### src/rtl/if_fetch_unit_pkg.sv
// if_fetch_unit_pkg: shared defines for the instruction-fetch stage.
//   Stop / NoStop        : polarity of a ctrl stall bit
//   ZeroWord             : nop instruction presented when nothing is valid
//   DEFAULT_RESET_PC     : default boot address
//   FS_IDLE/FS_REQ/FS_VALID : fetch state encodings
package if_fetch_unit_pkg;

  localparam logic Stop   = 1'b1;
  localparam logic NoStop = 1'b0;

  localparam logic [31:0] ZeroWord         = 32'h0000_0000;
  localparam logic [31:0] DEFAULT_RESET_PC = 32'h0000_0000;

  localparam logic [1:0] FS_IDLE  = 2'd0;
  localparam logic [1:0] FS_REQ   = 2'd1;
  localparam logic [1:0] FS_VALID = 2'd2;

endpackage

### src/rtl/if_fetch_unit_next_pc.sv
// if_next_pc: combinational next-PC priority select for the fetch stage.
//   flush, new_pc             : exception redirect (highest priority)
//   branch_flag, branch_target: branch resolved in ID this cycle
//   pend_br, pend_tgt         : branch captured during an earlier fetch (delay slot)
//   pc                        : current PC, incremented by 4 otherwise
//   next_pc                   : selected PC (modulo 2^ADDR_W)
module if_next_pc #(
  parameter int ADDR_W = 32
) (
  input  logic              flush,
  input  logic [ADDR_W-1:0] new_pc,
  input  logic              branch_flag,
  input  logic [ADDR_W-1:0] branch_target,
  input  logic              pend_br,
  input  logic [ADDR_W-1:0] pend_tgt,
  input  logic [ADDR_W-1:0] pc,
  output logic [ADDR_W-1:0] next_pc
);

  always_comb
    next_pc = flush       ? new_pc :
              branch_flag ? branch_target :
              pend_br     ? pend_tgt :
                            pc + ADDR_W'(4);

endmodule

### src/rtl/if_fetch_unit.sv
// if_fetch_unit: instruction-fetch stage feeding the IF/ID register.
//   clk, rst (async, active-low)
//   stall[0]                         : hold the fetch stage when Stop
//   flush, new_pc                    : exception redirect
//   branch_flag_i, branch_target_address_i : taken branch from ID
//   imem_req/imem_addr/imem_ack/imem_rdata : single-outstanding memory handshake
//   if_pc, if_inst                   : instruction presented to IF/ID
//   stallreq_if                      : stall request while a fetch is outstanding
module if_fetch_unit
  import if_fetch_unit_pkg::*;
#(
  parameter int                ADDR_W   = 32,
  parameter int                DATA_W   = 32,
  parameter logic [ADDR_W-1:0] RESET_PC = ADDR_W'(DEFAULT_RESET_PC)
) (
  input  logic              clk,
  input  logic              rst,
  input  logic [5:0]        stall,
  input  logic              flush,
  input  logic [ADDR_W-1:0] new_pc,
  input  logic              branch_flag_i,
  input  logic [ADDR_W-1:0] branch_target_address_i,
  output logic              imem_req,
  output logic [ADDR_W-1:0] imem_addr,
  input  logic              imem_ack,
  input  logic [DATA_W-1:0] imem_rdata,
  output logic [ADDR_W-1:0] if_pc,
  output logic [DATA_W-1:0] if_inst,
  output logic              stallreq_if
);

  logic [1:0]        state, state_nxt;
  logic [ADDR_W-1:0] pc, pend_tgt, req_addr, next_pc, pc_d;
  logic [DATA_W-1:0] inst_buf;
  logic              pend_br, drop;
  logic              in_idle, in_req, in_valid;
  logic              advance, ack_req, issue;
  logic              unused_stall;

  assign unused_stall = ^stall[5:1];

  assign in_idle  = state == FS_IDLE;
  assign in_req   = state == FS_REQ;
  assign in_valid = state == FS_VALID;

  assign advance = in_valid && stall[0] != Stop && !flush;
  assign ack_req = in_req && imem_ack;
  // A new address goes out on leaving IDLE/VALID, or once the in-flight
  // request completes but its data is unwanted (earlier or current flush).
  assign issue   = in_idle || (in_valid && (flush || stall[0] == NoStop)) ||
                   (ack_req && (drop || flush));

  if_next_pc #(.ADDR_W(ADDR_W)) u_next_pc (
    .flush         (flush),
    .new_pc        (new_pc),
    .branch_flag   (branch_flag_i),
    .branch_target (branch_target_address_i),
    .pend_br       (pend_br),
    .pend_tgt      (pend_tgt),
    .pc            (pc),
    .next_pc       (next_pc)
  );

  assign pc_d = (flush || advance) ? next_pc : pc;

  always_comb
    state_nxt = in_req   ? ((ack_req && !drop && !flush) ? FS_VALID : FS_REQ) :
                in_valid ? ((flush || stall[0] == NoStop) ? FS_REQ : FS_VALID) :
                           FS_REQ;

  always_ff @(posedge clk or negedge rst) begin
    if (!rst) begin
      state    <= FS_IDLE;
      pc       <= RESET_PC;
      req_addr <= '0;
      pend_br  <= 1'b0;
      pend_tgt <= '0;
      drop     <= 1'b0;
      inst_buf <= '0;
    end else begin
      state <= state_nxt;
      pc    <= pc_d;
      // Low address bits are dropped here; misalignment is reported later.
      if (issue)
        req_addr <= {pc_d[ADDR_W-1:2], 2'b00};
      // Flush without a response leaves the old request outstanding; its ack
      // must be swallowed before the redirected fetch is issued.
      drop <= (in_req && flush && !imem_ack) ? 1'b1 :
              ack_req                        ? 1'b0 : drop;
      // A branch seen while fetching the delay slot is applied on the next advance.
      pend_br <= (flush || advance)          ? 1'b0 :
                 (in_req && branch_flag_i)   ? 1'b1 : pend_br;
      if (in_req && branch_flag_i && !flush)
        pend_tgt <= branch_target_address_i;
      if (flush)
        inst_buf <= '0;
      else if (ack_req && !drop)
        inst_buf <= imem_rdata;
    end
  end

  assign imem_req    = in_req;
  assign imem_addr   = in_req ? req_addr : '0;
  assign stallreq_if = in_req;
  assign if_pc       = in_idle ? '0 : pc;
  assign if_inst     = in_valid ? inst_buf : DATA_W'(ZeroWord);

endmodule
### config.mk
export PLATFORM = sky130hd
export DESIGN_NAME = if_fetch_unit
export DESIGN_NICKNAME = d
export VERILOG_FILES = /design/src/rtl/if_fetch_unit_pkg.sv /design/src/rtl/if_fetch_unit_next_pc.sv /design/src/rtl/if_fetch_unit.sv
export SDC_FILE = /design/constraint.sdc
export NUM_CORES = 1
export LEC_CHECK = 0
export ABC_AREA = 0
export CAP_MARGIN = 20
export CORE_MARGIN = 1.5
export CORE_UTILIZATION = 48
export CTS_BUF_LIST = sky130_fd_sc_hd__clkbuf_16
export CTS_CLUSTER_DIAMETER = 80
export DETAILED_ROUTE_END_ITERATION = 10
export GPL_ROUTABILITY_DRIVEN = 1
export GPL_TIMING_DRIVEN = 0
export PLACE_DENSITY = 0.8
export SLEW_MARGIN = 40
export SYNTH_ARGS = -nofsm -noshare
export SYNTH_HDL_FRONTEND = slang
export SYNTH_HIERARCHICAL = 1
export SYNTH_SLANG_ARGS = --single-unit
### constraint.sdc
create_clock -name clk -period 2.9 [get_ports clk]
set_clock_uncertainty 0.2 [all_clocks]
set_input_delay 0.29 -clock clk [delete_from_list [all_inputs] [get_ports clk]]
set_output_delay 0.29 -clock clk [all_outputs]
set_load 0.01 [all_outputs]
==> impl_summary.log, run 1 <==
INFO  metric initial_core_utilization = 48.7%
INFO  metric grt_setup_unrepaired = false
INFO  metric cell_chosen_for_the_clock_root = sky130_fd_sc_hd__clkbuf_16
INFO  metric drt_iter0_drc = 391
INFO  metric post_synth.cell_area_avg = 10.9 µm²
INFO  metric synthMuxAreaShare = 17.3%
INFO  metric grt_start_max_net_pins = 47
INFO  metric synth-main-ff-cell = sky130_fd_sc_hd__dfrtp_1
INFO  metric synth-compound-area-share = 12.3%
INFO  metric nNetsFinal = 971
INFO  metric drt_drc_violations_left = 0
INFO  metric worstSkewPairLatency = 420 ps
INFO  metric met1_wire_length = 8.34 mm
INFO  metric dieHeight = 124 µm
INFO  metric post_synth_edffs = 0
INFO  metric ant_nets = 0
INFO  metric setup_viol = 0
INFO  metric netlist_top_cells_area = sky130_fd_sc_hd__dfrtp_1 46%, sky130_fd_sc_hd__mux2_2 7.2%, sky130_fd_sc_hd__mux2_4 6.0%
INFO  metric synth_seq_area_share = 46.3%
INFO  metric layout_worst_path_cycle_share = 94.7%
INFO  metric count_of_tritonroute_iterations_in_the_first_routing_pass = 5
INFO  metric synth_cell_type_count = 48
INFO  metric synth_seq_cells = 130
INFO  metric cp-end-kind = output pin
INFO  metric synthCells = 643
INFO  metric yosysTopAreaCellShare = 46.3%
INFO  metric status = finished, final reports clean
INFO  metric hold_class = in -> async
INFO  metric hold_viol_final = 0
INFO  metric synthesized_area_fraction_occupied_by_xor_and_xnor_cells = 3.49%
INFO  metric power_per_cell_area = 643 mW/mm²
INFO  metric vdd.ir_drop.worst = 0.450 mV
INFO  metric cts_made_buffers = 17
INFO  metric cts_tree = built
INFO  metric portBuffers = 196
INFO  metric timing.critical_path.arrival = 2260 ps
INFO  metric power.leakage = 4.20 nW
INFO  metric synth_area_in_simple_gates = 16.7%
INFO  metric setup.worst_path.start_class = flop
INFO  metric clock_path_buffers = 2
INFO  metric syn_to_final_growth = 40.1%
INFO  metric antenna_violations_before_repair = 1
INFO  metric final_routed_wirelength_across_all_metal_layers = 20.0 mm
INFO  metric total_power = 6.33 mW
INFO  metric dieWidth = 124 µm
INFO  metric main_combinational_cell_family_by_area_after_synthesis = multiplexers
INFO  metric clk_transition_reported_paths = 50 ps
INFO  metric grt_pass1_wl = 31.1 mm
INFO  metric fillers = 1092
INFO  metric cp.required = 2410 ps
INFO  metric met3_layer_wire_length_in_the_routed_design = 1.69 mm
INFO  metric drv.max_cap_violation_count = 0
INFO  metric slew-limit-headroom = 53.9%
INFO  metric share_of_synthesized_cell_area_in_full_adder_half_adder_and_majority_cells = 0.178%
INFO  metric synth_area = 0.00703 mm²
INFO  metric cell_taking_the_most_area_after_synthesis = sky130_fd_sc_hd__dfrtp_1
INFO  metric globalRouteOverflowTotal = 0
INFO  metric timing_worst_slew_pin_value = 692 ps
INFO  metric timing.fmax = 364 MHz
INFO  metric grt_use_total = 27.1%
INFO  metric placement_rows = 44
INFO  metric detailroute.wirelength.met2 = 9.51 mm
INFO  metric crit_path_max_fanout = 10
INFO  metric finalCriticalPeriod = 2750 ps
INFO  metric topRoutingLayerUsed = met4
INFO  metric timing.setup.critical_path_class = reg -> out
INFO  metric route.detailed.wl_per_inst = 18.9 µm
INFO  metric asyncSetResetFlopFracSynth = 100%
INFO  metric grt_pass1_vias = 6091
INFO  metric place_congestion = 0.931
INFO  metric fin_tns_setup = 0 ps
INFO  metric layout-drive-gt1-share = 16.5%
INFO  metric final-max-slew-violation-count = 0
INFO  metric ioPinCount = 205
INFO  metric detailroute.via_count = 5965
INFO  metric floorplan.core_area = 0.0144 mm²
INFO  metric cts.sinks = 130
INFO  metric post-dp-hpwl = 14.8 mm
INFO  metric cts_setup_buffers = 0
INFO  metric die_outline_area = 0.0154 mm²
INFO  metric clock_tree.htree_level_count = 4
INFO  metric yosysWarnings = 6
INFO  metric vias_per_cell = 5.63
-- layout by cell type (no fill, tap or decap), types with 7 or more instances in the layout --
master and instances:
sky130_fd_sc_hd__clkbuf_16 17, sky130_fd_sc_hd__inv_1 11, sky130_fd_sc_hd__nor2_1 20, sky130_fd_sc_hd__a22o_1 32
sky130_fd_sc_hd__nand4_1 7, sky130_fd_sc_hd__mux2_2 45, sky130_fd_sc_hd__xor2_1 24, sky130_fd_sc_hd__clkbuf_1 22
sky130_fd_sc_hd__a22oi_1 17, sky130_fd_sc_hd__mux2_4 28, sky130_fd_sc_hd__dfrtp_1 130, sky130_fd_sc_hd__mux2_1 22
sky130_fd_sc_hd__buf_4 9, sky130_fd_sc_hd__o22ai_1 7, sky130_fd_sc_hd__buf_2 12, sky130_fd_sc_hd__o221ai_1 12
sky130_fd_sc_hd__nand2_1 37, sky130_fd_sc_hd__o21ai_0 12, sky130_fd_sc_hd__a21oi_1 36, sky130_fd_sc_hd__clkdlybuf4s50_1 195
sky130_fd_sc_hd__nand3_1 14, sky130_fd_sc_hd__nor2b_1 36, sky130_fd_sc_hd__and2_1 63
-- final timing paths --
| kind | start | to | slack (ps) | depth (start not counted) |
|---|---|---|---|---|
| max | state[0] | imem_addr[14] | 150 | 5 |
| max reg2reg | pc[2] | req_addr[26] | 180 | 8 |
| min | rst | pc[18] | 140 | 2 |
| max in group asynchronous | rst | state[1] | 1520 | 4 |
| min reg2reg | pend_tgt[17] | pend_tgt[17] | 290 | 1 |
| min in group clk | imem_rdata[12] | inst_buf[12] | 270 | 2 |
-- cell usage after synthesis (14+ instances only) --
master	n
sky130_fd_sc_hd__a22o_1	32
sky130_fd_sc_hd__mux2_4	28
sky130_fd_sc_hd__dfrtp_1	130
sky130_fd_sc_hd__nor2b_1	37
sky130_fd_sc_hd__clkbuf_1	27
sky130_fd_sc_hd__mux2_1	22
sky130_fd_sc_hd__a22oi_1	17
sky130_fd_sc_hd__and2_1	63
sky130_fd_sc_hd__nand3_1	14
sky130_fd_sc_hd__nor2_1	21
sky130_fd_sc_hd__nand2_1	37
sky130_fd_sc_hd__xor2_1	24
sky130_fd_sc_hd__a21oi_1	36
sky130_fd_sc_hd__mux2_2	45
-- where the power goes --
group	internal [mW]	switching [mW]	total (mW)
registers	2.20	0.270	2.47
logic	1.11	0.794	1.91
clock network	1.22	0.737	1.96
-- flip-flops by register name, indices dropped and copies added (netlist names) --
signal,cells
req_addr,30
state,2
pend_br,1
drop,1
inst_buf,32
pc,32
pend_tgt,32
-- per-stage QoR --
step / setup slack (ps) / instances / instance area (µm²) / hold slack (ps) / utilization [%]
2_1_floorplan: 633 / 644 / 7030 / -206 / -
3_3_place_gp: -3630 / 1024 / 9220 / 268 / 63.9
3_5_place_dp: -2.83 / 1026 / 9270 / -8.47 / 64.3
4_1_cts: 3.67 / 1059 / 9830 / 149 / 68.1
5_1_grt: 13.7 / 1059 / 9840 / 164 / 68.2
6_report: 154 / 1060 / 9840 / 143 / 68.2
-- area by class of cell --
cell class | instances | area [µm²] | area share [%]
tap | 184 | 230 | 2.34
antenna | 1 | 2.50 | 0.0254
clock buffer | 17 | 425 | 4.32
inverter | 8 | 30.0 | 0.305
multi-input combinational | 458 | 3520 | 35.8
buffer | 48 | 235 | 2.39
clock inverter | 14 | 109 | 1.11
timing repair buffer | 200 | 2030 | 20.7
sequential | 130 | 3250 | 33.1
-- logic make-up after synthesis --
kind of cell	Yosys count
xor gates and xnor gates	28
other	1
buffers and inverters	56
DFF	130
and+or+nand+nor	203
AOI/OAI and AO/OA	125
muxes	99
adders and majority gates	1
-- what timing repair did --
action                     CTS  global route
cloned                       0             0
setup endpoints to repair    2            73
hold endpoints to repair    87             0
hold buffers                 2             0
gates resized for setup      1            10
pin swaps                    0             0
-- layer usage --
metal / vias up / track usage (%)
met5: - / 0
met4: 0 / 10.4
met3: 36 / 6.96
met2: 291 / 43.8
met1: 2928 / 35.0
li1: 2710 / -
-- worst max-delay path, cell delays in order (launching register included) --
cell	delay, ps
sky130_fd_sc_hd__dfrtp_1	450
sky130_fd_sc_hd__nor2b_1	150
sky130_fd_sc_hd__buf_2	210
sky130_fd_sc_hd__clkbuf_2	290
sky130_fd_sc_hd__and2_1	190
sky130_fd_sc_hd__clkdlybuf4s50_1	540
(Power assumes the default switching activity.)
==> run 2, diff against run 1 <==
--- a/config.mk
+++ b/config.mk
@@ -7,6 +7,7 @@
 export LEC_CHECK = 0
 export ABC_AREA = 0
 export CAP_MARGIN = 20
+export CORE_ASPECT_RATIO = 2
 export CORE_MARGIN = 1.5
 export CORE_UTILIZATION = 48
 export CTS_BUF_LIST = sky130_fd_sc_hd__clkbuf_16
==> impl_summary.log, run 2 (synthesis gave the netlist of run 1 again) <==
INFO  metric ant_nets = 0 (unchanged)
INFO  metric holdPathEnd = pend_br
INFO  metric finish.utilization = 68.6% (+0.33 points)
INFO  metric portBuffers = 196 (unchanged)
INFO  metric holdCritStartpoint = flush
INFO  metric setup.reg_to_reg.worst_slack = 170 ps (about the same)
INFO  metric timing.hold.ws = 17.7 ps (-125 ps)
INFO  metric total_power = 6.48 mW (+2.3%)
INFO  metric cts_setup_buffers = 0 (unchanged)
INFO  metric timing.setup.critical_path_class = reg -> out
INFO  metric drv.max_cap_violation_count = 0 (unchanged)
INFO  metric worstSkewPairLatency = 410 ps (about the same)
INFO  metric finalCriticalPeriod = 2780 ps (+34.7 ps)
INFO  metric power_per_cell_area = 658 mW/mm² (+2.3%)
INFO  metric slew-limit-headroom = 52.8% (-1.1 points)
INFO  metric dieHeight = 174 µm (+40%)
INFO  metric cts_tree = built
INFO  metric timing.fmax = 360 MHz (-1.2%)
INFO  metric floorplan.core_area = 0.0144 mm² (-0.50%)
INFO  metric status = finished, final reports clean
INFO  metric clock_tree.htree_level_count = 4 (unchanged)
INFO  metric post-dp-hpwl = 16.3 mm (+10%)
INFO  metric initial_core_utilization = 49.0% (+0.25 points)
INFO  metric ioPinCount = 205 (unchanged)
INFO  metric setup.worst_path.start_class = flop
INFO  metric clk_transition_reported_paths = 50 ps (about the same)
INFO  metric clock_path_buffers = 2 (unchanged)
INFO  metric grt_use_total = 29.6% (+2.6 points)
INFO  metric drt_drc_violations_left = 0 (unchanged)
INFO  metric route.detailed.wl_per_inst = 20.6 µm (+9.2%)
INFO  metric vdd.ir_drop.worst = 0.447 mV (-0.54%)
INFO  metric min_delay_path_depth = 2
INFO  metric cell_chosen_for_the_clock_root = sky130_fd_sc_hd__clkbuf_16
INFO  metric ff2ff_path_depth = 8 (unchanged)
INFO  metric combinational_power_share = 29.8% (-0.3 points)
INFO  metric final-max-slew-violation-count = 0 (unchanged)
INFO  metric post-route-cell-area = 0.00984 mm² (about the same)
INFO  metric cts.sinks = 130 (unchanged)
INFO  metric netSwitchingFraction = 28.7% (+0.28 points)
INFO  metric p_int = 4.62 mW (+1.9%)
INFO  metric drt_iter0_drc = 318 (-19%)
INFO  metric hold_class = in -> reg
INFO  metric place_congestion = 0.918 (-1.4%)
INFO  metric syn_to_final_growth = 40.1% (about the same)
INFO  metric commonest_cells_after_routing_fill_and_taps_aside = 195 x sky130_fd_sc_hd__clkdlybuf4s50_1, 130 x sky130_fd_sc_hd__dfrtp_1, 63 x sky130_fd_sc_hd__and2_1
INFO  metric layout-drive-gt1-share = 16.3% (-0.15 points)
INFO  metric grt_pass1_wl = 34.2 mm (+10%)
INFO  metric power.leakage = 4.18 nW (-0.41%)
INFO  metric r2r_end = req_addr[26]
INFO  metric top_regs = inst_buf x32, pc x32, pend_tgt x32
INFO  metric cp.required = 2410 ps (about the same)
INFO  metric die_outline_area = 0.0154 mm² (+0.28%)
INFO  metric cp-end-kind = output pin
INFO  metric timing_worst_slew_pin_value = 708 ps (+16.0 ps)
INFO  metric dieWidth = 88.5 µm (-29%)
INFO  metric clockPowerShare = 31.8% (+0.9 points)
INFO  metric hold_viol_final = 0 (unchanged)
INFO  metric grt_setup_unrepaired = false
INFO  metric nNetsFinal = 969 (-0.21%)
INFO  metric worst_r2r_startpoint = pc[2]
INFO  metric netSwitchingPower = 1.86 mW (+3.2%)
INFO  metric placedInstanceArea = 0.00926 mm² (-0.11%)
INFO  metric timing.critical_path.arrival = 2290 ps (+30 ps)
INFO  metric mostFrequentLayoutCell = sky130_fd_sc_hd__clkdlybuf4s50_1
INFO  metric cts_made_buffers = 17 (unchanged)
INFO  metric placement_rows = 62 (+41%)
INFO  metric crit_path_max_fanout = 10 (unchanged)
INFO  metric grt_start_max_net_pins = 78 (+66%)
INFO  metric pwr-share-seq = 38.4% (-0.6 points)
INFO  metric fillers = 1064 (-2.6%)
INFO  metric grt_pass1_vias = 6642 (+9.0%)
INFO  metric layout_worst_path_cycle_share = 95.9% (+1.2 points)
INFO  metric vias_per_cell = 5.70 (+1.3%)
INFO  metric antenna_violations_before_repair = 1 (unchanged)
INFO  metric final_routed_wirelength_across_all_metal_layers = 21.9 mm (+9.6%)
INFO  metric count_of_tritonroute_iterations_in_the_first_routing_pass = 7 (+2)
INFO  metric setup_viol = 0 (unchanged)
INFO  metric globalRouteOverflowTotal = 0 (unchanged)
INFO  metric detailroute.via_count = 6066 (+1.7%)
-- run 2: worst max-delay path by stage --
stage	slack, ps	cells past startpoint	endpoint	start
final	120	5	imem_addr[15]	state[0]
after global routing	20	5	imem_addr[15]	state[0]
after CTS	30	5	imem_addr[4]	state[0]
after detailed placement	-10	7	req_addr[4]	branch_flag_i
after global placement	-3530	1	req_addr[16]	rst
after floorplan	630	8	req_addr[14]	pc[2]
-- run 2: power by group through the flow --
stage / combinational, mW / clock, mW / sequential, mW
2_1_floorplan: 1.05 / 0 / 2.40
3_3_place_gp: 1.87 / 0 / 2.47
3_5_place_dp: 1.92 / 0 / 2.50
4_1_cts: 1.94 / 2.07 / 2.48
5_1_grt: 2.07 / 2.14 / 2.53
6_report: 1.93 / 2.06 / 2.49
-- run 2: what timing repair did --
item,CTS,global route
endpoints found under the hold margin,76,0
pin swaps,0,0
hold buffers,1,0
resized for setup,2,10
setup endpoints to repair,12,43
-- run 2: layout make-up --
| class | instances | area, µm² | share of cell area (%) |
|---|---|---|---|
| flip-flops and latches | 130 | 3250 | 33.1 |
| diodes | 1 | 2.50 | 0.0254 |
| plain buffers | 48 | 236 | 2.40 |
| multi-input cells | 458 | 3520 | 35.8 |
| inverters | 8 | 30.0 | 0.305 |
| repair buffers | 198 | 2000 | 20.4 |
| clock buffers | 17 | 425 | 4.32 |
| well taps | 192 | 240 | 2.44 |
| clock inverters | 12 | 128 | 1.30 |
-- run 2: through the flow --
step | std cells | setup WS [ps] | setup TNS [ps]
floorplan | 644 | 633 | 0
global placement | 1032 | -3530 | -456810
detailed placement | 1033 | -10.3 | -10.3
CTS | 1063 | 29.5 | 0
global route | 1064 | 21.8 | 0
finish | 1064 | 120 | 0
-- run 2: metal layers --
layer	global-route usage, %	vias to the layer above	part of all wire (%)
met2	53.2	303	55
met5	0	-	0
met4	16.9	0	4.8
met1	30.5	2987	34
met3	6.41	82	6.2
li1	-	2694	-
-- run 2: worst max-delay path, cell delays in order, from the launching register on --
cell	delay, ps
sky130_fd_sc_hd__dfrtp_1	450
sky130_fd_sc_hd__nor2b_1	160
sky130_fd_sc_hd__buf_2	250
sky130_fd_sc_hd__buf_2	270
sky130_fd_sc_hd__and2_1	210
sky130_fd_sc_hd__clkdlybuf4s50_1	550
==> run 3, diff against run 2 <==
--- a/config.mk
+++ b/config.mk
@@ -21,3 +21,4 @@
 export SYNTH_HDL_FRONTEND = slang
 export SYNTH_HIERARCHICAL = 1
 export SYNTH_SLANG_ARGS = --single-unit
+export TNS_END_PERCENT = 50
==> results of run 3 <==
The final DEF is identical to that of run 2; final timing and power are the same.
